[config.mk]
export PLATFORM = sky130hd
export DESIGN_NAME = dmem_arbiter
export DESIGN_NICKNAME = d
export VERILOG_FILES = /design/src/rtl/dmem_arbiter.sv
export SDC_FILE = /design/constraint.sdc
export NUM_CORES = 1
export LEC_CHECK = 0
export BUFFER_PORTS_ARGS = -buffer_cell sky130_fd_sc_hd__buf_2
export CORE_AREA = 2 2 105 107
export CTS_BUF_LIST = sky130_fd_sc_hd__clkbuf_8 sky130_fd_sc_hd__clkbuf_16
export DETAILED_ROUTE_END_ITERATION = 12
export DIE_AREA = 0 0 107 109
export PLACE_DENSITY = 0.81
export SYNTH_ARGS = -nofsm -noshare
export SYNTH_HDL_FRONTEND = slang
export SYNTH_SLANG_ARGS = --single-unit
[constraint.sdc]
create_clock -name clk -period 6.1 [get_ports clk]
set_input_delay 1.22 -clock clk [delete_from_list [all_inputs] [get_ports clk]]
set_output_delay 1.22 -clock clk [all_outputs]
set_load 0.01 [all_outputs]
[src/rtl/dmem_arbiter.sv]
// dmem_arbiter
//   Shares the single-port data memory between the CPU load/store path and a
//   host/debug port. Per-cycle round-robin arbitration, with a host lock that
//   lets the host keep the memory for up to MAX_LOCK consecutive grants before
//   the CPU is forced one grant. Read data is registered per requester.
//
// Ports:
//   clk, rst                 system clock, async active-high reset
//   cpu_req/we/be/opr/addr/wdata   CPU access request and payload
//   cpu_gnt, cpu_stall       CPU access performed this cycle / CPU waiting
//   cpu_rvalid, cpu_rdata    CPU read return (one cycle after granted read)
//   host_req/lock/we/be/addr/wdata host access request and payload
//   host_gnt                 host access performed this cycle
//   host_rvalid, host_rdata  host read return (one cycle after granted read)
//   mem_we/be/opr/addr/wdata to data memory
//   mem_rdata                combinational read data from data memory
module dmem_arbiter #(
  parameter int AW       = 15,
  parameter int DW       = 32,
  parameter int MAX_LOCK = 16
) (
  input  logic          clk,
  input  logic          rst,
  input  logic          cpu_req,
  input  logic          cpu_we,
  input  logic [3:0]    cpu_be,
  input  logic [2:0]    cpu_opr,
  input  logic [AW-1:0] cpu_addr,
  input  logic [DW-1:0] cpu_wdata,
  output logic          cpu_gnt,
  output logic          cpu_stall,
  output logic          cpu_rvalid,
  output logic [DW-1:0] cpu_rdata,
  input  logic          host_req,
  input  logic          host_lock,
  input  logic          host_we,
  input  logic [3:0]    host_be,
  input  logic [AW-1:0] host_addr,
  input  logic [DW-1:0] host_wdata,
  output logic          host_gnt,
  output logic          host_rvalid,
  output logic [DW-1:0] host_rdata,
  output logic          mem_we,
  output logic [3:0]    mem_be,
  output logic [2:0]    mem_opr,
  output logic [AW-1:0] mem_addr,
  output logic [DW-1:0] mem_wdata,
  input  logic [DW-1:0] mem_rdata
);

  localparam int CW = $clog2(MAX_LOCK + 1);
  localparam logic [CW-1:0] LOCK_MAX = CW'(MAX_LOCK);

  // State records the owner of the previous cycle.
  localparam logic [1:0] S_IDLE        = 2'd0;
  localparam logic [1:0] S_CPU         = 2'd1;
  localparam logic [1:0] S_HOST        = 2'd2;
  localparam logic [1:0] S_HOST_LOCKED = 2'd3;

  localparam logic LG_CPU  = 1'b0;
  localparam logic LG_HOST = 1'b1;

  localparam logic [2:0] OPR_WORD = 3'b010;

  logic [1:0]    state;
  logic          last_grant;
  logic [CW-1:0] lock_cnt;
  logic          lock_hold;

  // The locked host keeps the memory only while it still asks for the lock
  // and the budget is not exhausted; otherwise plain round-robin applies,
  // which hands the CPU its forced grant at timeout (last_grant is HOST).
  assign lock_hold = (state == S_HOST_LOCKED) && host_req && host_lock &&
                     (lock_cnt < LOCK_MAX);

  always_comb begin
    cpu_gnt  = 1'b0;
    host_gnt = 1'b0;
    if (lock_hold) begin
      host_gnt = 1'b1;
    end else if (cpu_req && host_req) begin
      if (last_grant == LG_HOST) cpu_gnt  = 1'b1;
      else                       host_gnt = 1'b1;
    end else if (cpu_req) begin
      cpu_gnt = 1'b1;
    end else if (host_req) begin
      host_gnt = 1'b1;
    end
  end

  assign cpu_stall = cpu_req & ~cpu_gnt;

  // Memory-side mux: CPU values are the idle default.
  always_comb begin
    mem_be    = cpu_be;
    mem_opr   = cpu_opr;
    mem_addr  = cpu_addr;
    mem_wdata = cpu_wdata;
    mem_we    = cpu_we & cpu_gnt;
    if (host_gnt) begin
      mem_be    = host_be;
      mem_opr   = OPR_WORD;
      mem_addr  = host_addr;
      mem_wdata = host_wdata;
      mem_we    = host_we;
    end
  end

  always_ff @(posedge clk or posedge rst) begin
    if (rst) begin
      state      <= S_IDLE;
      last_grant <= LG_HOST;
      lock_cnt   <= '0;
    end else if (cpu_gnt) begin
      state      <= S_CPU;
      last_grant <= LG_CPU;
      lock_cnt   <= '0;
    end else if (host_gnt) begin
      last_grant <= LG_HOST;
      if (host_lock) begin
        state <= S_HOST_LOCKED;
        if (lock_cnt != LOCK_MAX) lock_cnt <= lock_cnt + 1'b1;
      end else begin
        state    <= S_HOST;
        lock_cnt <= '0;
      end
    end else begin
      state <= S_IDLE;
    end
  end

  always_ff @(posedge clk or posedge rst) begin
    if (rst) begin
      cpu_rvalid  <= 1'b0;
      cpu_rdata   <= '0;
      host_rvalid <= 1'b0;
      host_rdata  <= '0;
    end else begin
      cpu_rvalid  <= cpu_gnt & ~cpu_we;
      host_rvalid <= host_gnt & ~host_we;
      if (cpu_gnt && !cpu_we)   cpu_rdata  <= mem_rdata;
      if (host_gnt && !host_we) host_rdata <= mem_rdata;
    end
  end

endmodule

==> impl_metrics.py <==
metrics = {
    "cts": {
        "htree_levels": 3,
        "tritoncts": "built",
        "post-cts-setup-buffers": 0,
        "cts.clk_slew.worst_paths_ps": 60,
        "cts_sinks": 74,
        "cts_made_buffers": 9,
        "clkLatencyLatePin_ps": 340,
        "hold_buffers": 0,
        "cts-resized-gates": 0,
        "cts_buffer_depth": 2,
        "cts_root_buf": "clkbuf_8",
    },
    "logic_synthesis": {
        "synthArstFlopShare_pct": 100,
        "synthTopCellsByCount": "mux2_2 (86), dfrtp_1 (73), mux2_1 (30)",
        "synth-edff-count": 0,
        "yosysMostFrequentCell": "mux2_2",
        "yosys_warnings": 0,
        "ys_ff_latch": 74,
        "synth_area_leaders": "dfrtp_1 (51%), mux2_2 (27%), mux2_1 (9.5%)",
        "syn_avg_cell_area_um2": 14.3,
        "yosysSeqAreaShare_pct": 51.9,
        "synth-main-ff-cell": "dfrtp_1",
        "synth_nets": 395,
        "synth_area_mm2": 0.00357,
        "synth_cells": 249,
        "synth_top_cell_by_area": "dfrtp_1",
        "synthDistinctLibCells": 30,
        "yosysTopAreaCellShare_pct": 51.2,
    },
    "routing": {
        "dr.pass1.iters": 4,
        "viasPerCell": 4.71,
        "ant_nets": 0,
        "vias": 3129,
        "drt_wl_total_um": 11300,
        "drc": 0,
        "wire_per_inst_um": 17.1,
        "drt_first_iter_violations": 156,
    },
    "cells_and_area": {
        "fin_nets": 664,
        "syn_to_final_growth_pct": 45.9,
        "nFillCells": 963,
        "instances_no_fill": 664,
        "seq_area_mm2": 0.00185,
        "multi_input_area_mm2": 0.00159,
        "drive_gt1_share_pct": 72.3,
        "fin_util_pct": 49.1,
        "finalInstanceArea_mm2": 0.00521,
    },
    "pwr": {
        "power_frac_seq_pct": 44.2,
        "total_power_mw": 1.41,
        "p_per_area_mw_per_mm2": 271,
        "p_sw_share_pct": 29.0,
        "p_sw_uw": 409,
        "power_leakage_nw": 2.66,
        "vdd_drop_max_mv": 0.121,
        "pwr-share-comb_pct": 29.5,
        "p_clk_share_pct": 26.2,
        "intPower_uw": 1000,
    },
    "min_path": {
        "worstHoldStart": "host_rdata[21]",
        "min_to": "host_rdata[21]",
        "worstHoldPathCells": 1,
        "min_path_type": "register to register",
    },
    "critical_path": {
        "worst_setup_path_end_kind": "primary output",
        "crit_type": "primary input to primary output",
        "reg2reg_from": "lock_cnt[4]",
        "r2r_end": "host_rdata[29]",
        "reg2regPathDepth": 5,
        "path_max_fanout": 33,
        "arrival_ps": 3100,
        "critical_path_required_ps": 4880,
        "worst_setup_path_start_kind": "primary input",
        "r2r_slack_ps": 3300,
    },
    "floorplan": {
        "die_x_um": 107,
        "die_h_um": 109,
        "start_util_pct": 33.7,
        "io_pins": 268,
        "rows": 38,
        "die_area_mm2": 0.0117,
        "coreArea_mm2": 0.0106,
    },
    "sta": {
        "final.min_clock_period_ps": 4320,
        "slew_headroom_pct": 39.7,
        "slew_viol_final": 0,
        "tightestPinTransition_ps": 904,
        "min_period_over_period_pct": 70.7,
        "fin_skew_ps": 8.44,
        "hold_viol_final": 0,
        "final.setup.tns_ps": 0,
        "max_clock_freq_ghz": 0.232,
        "rsz0062_at_grt": "no",
        "setup_viol": 0,
    },
    "status": {
        "status": "finished, final reports clean",
    },
    "place": {
        "dp.cells": 647,
        "dp_hpwl_um": 9230,
        "gp_congestion": 0.908,
        "placedInstanceArea_mm2": 0.00501,
        "port_buffers": 267,
    },
    "global_routing": {
        "grt_max_degree": 75,
        "grt_overflow": 0,
        "grt_use_total_pct": 18.5,
        "antenna_found_initial": 1,
        "grt_pass1_vias": 3181,
        "grt_pass1_wl_um": 16100,
    },
    "run": {
        "cap_viol_max_count": 0,
    },
}
cell type report:
class                           instances  area share (%)
Inverter                                5           0.360
Antenna cell                            1          0.0480
Clock buffer                           11            2.91
Clock inverter                          5           0.889
Multi-Input combinational cell        156            30.5
Timing Repair Buffer                  272            26.4
Tap cell                              140            3.36
Sequential cell                        74            35.6
flip-flops by register name, summed over array words and instances (netlist names):
register and flops:
cpu_rdata 32, cpu_rvalid 1, host_rdata 32, host_rvalid 1, last_grant 1, lock_cnt 5
state 2
worst max-delay path by stage:
stage          cells after the start  startpoint      endpoint
2_1_floorplan                      6    host_req   mem_addr[3]
3_3_place_gp                       6   host_lock  mem_addr[13]
3_5_place_dp                       6   host_lock  mem_addr[13]
4_1_cts                            6   host_lock  mem_addr[13]
5_1_grt                            6   host_lock  mem_addr[13]
6_report                           6   host_lock  mem_addr[13]
metrics by stage:
stage          setup WS, ps  hold WS, ps
2_1_floorplan          2480          509
3_3_place_gp           1890          462
3_5_place_dp           1810          470
4_1_cts                1790          489
5_1_grt                1690          503
6_report               1780          484
power groups by stage:
stage | Clock, mW | Sequential (mW) | Combinational [mW]
2_1_floorplan | 0 | 0.674 | 0.176
3_3_place_gp | 0 | 0.627 | 0.410
3_5_place_dp | 0 | 0.633 | 0.420
4_1_cts | 0.382 | 0.624 | 0.422
5_1_grt | 0.402 | 0.634 | 0.448
6_report | 0.370 | 0.623 | 0.416
worst max-delay path, cell delays in order:
cell and delay, ps:
buf_2 140, nand4b_2 180, a31oi_4 520, buf_4 470, mux2_2 400, buf_2 140
cell families after synthesis:
logic type	Yosys count	synth area share, %
multiplexers	116	36.6
flip-flops	74	51.9
AND/OR/NAND/NOR	23	3.75
buffers and inverters	19	3.89
AO/OA/AOI/OAI	15	3.19
adder cells (fa/ha/maj)	2	0.701
routing by layer:
layer / track usage [%] / share of wire (%) / vias up
met2: 33.9 / 53 / 164
met1: 18.8 / 35 / 1517
li1: - / - / 1427
met3: 7.59 / 9.4 / 21
met5: 0 / 0 / -
met4: 7.33 / 2.5 / 0
cells in the final DEF, fill, tap and decap left out, types with 2 or more instances in the layout:
cell,Yosys,final
a21o_1,2,2
a21oi_1,5,5
buf_2,3,267
buf_4,5,5
clkbuf_8,0,11
dfrtp_1,73,73
ha_1,2,2
inv_1,5,7
mux2_1,30,30
mux2_2,86,86
nand2_1,5,5
nand3_1,2,2
nor2_1,4,4
nor2b_1,4,4
o21ai_0,2,2
Power figures use the tool's default switching activity.
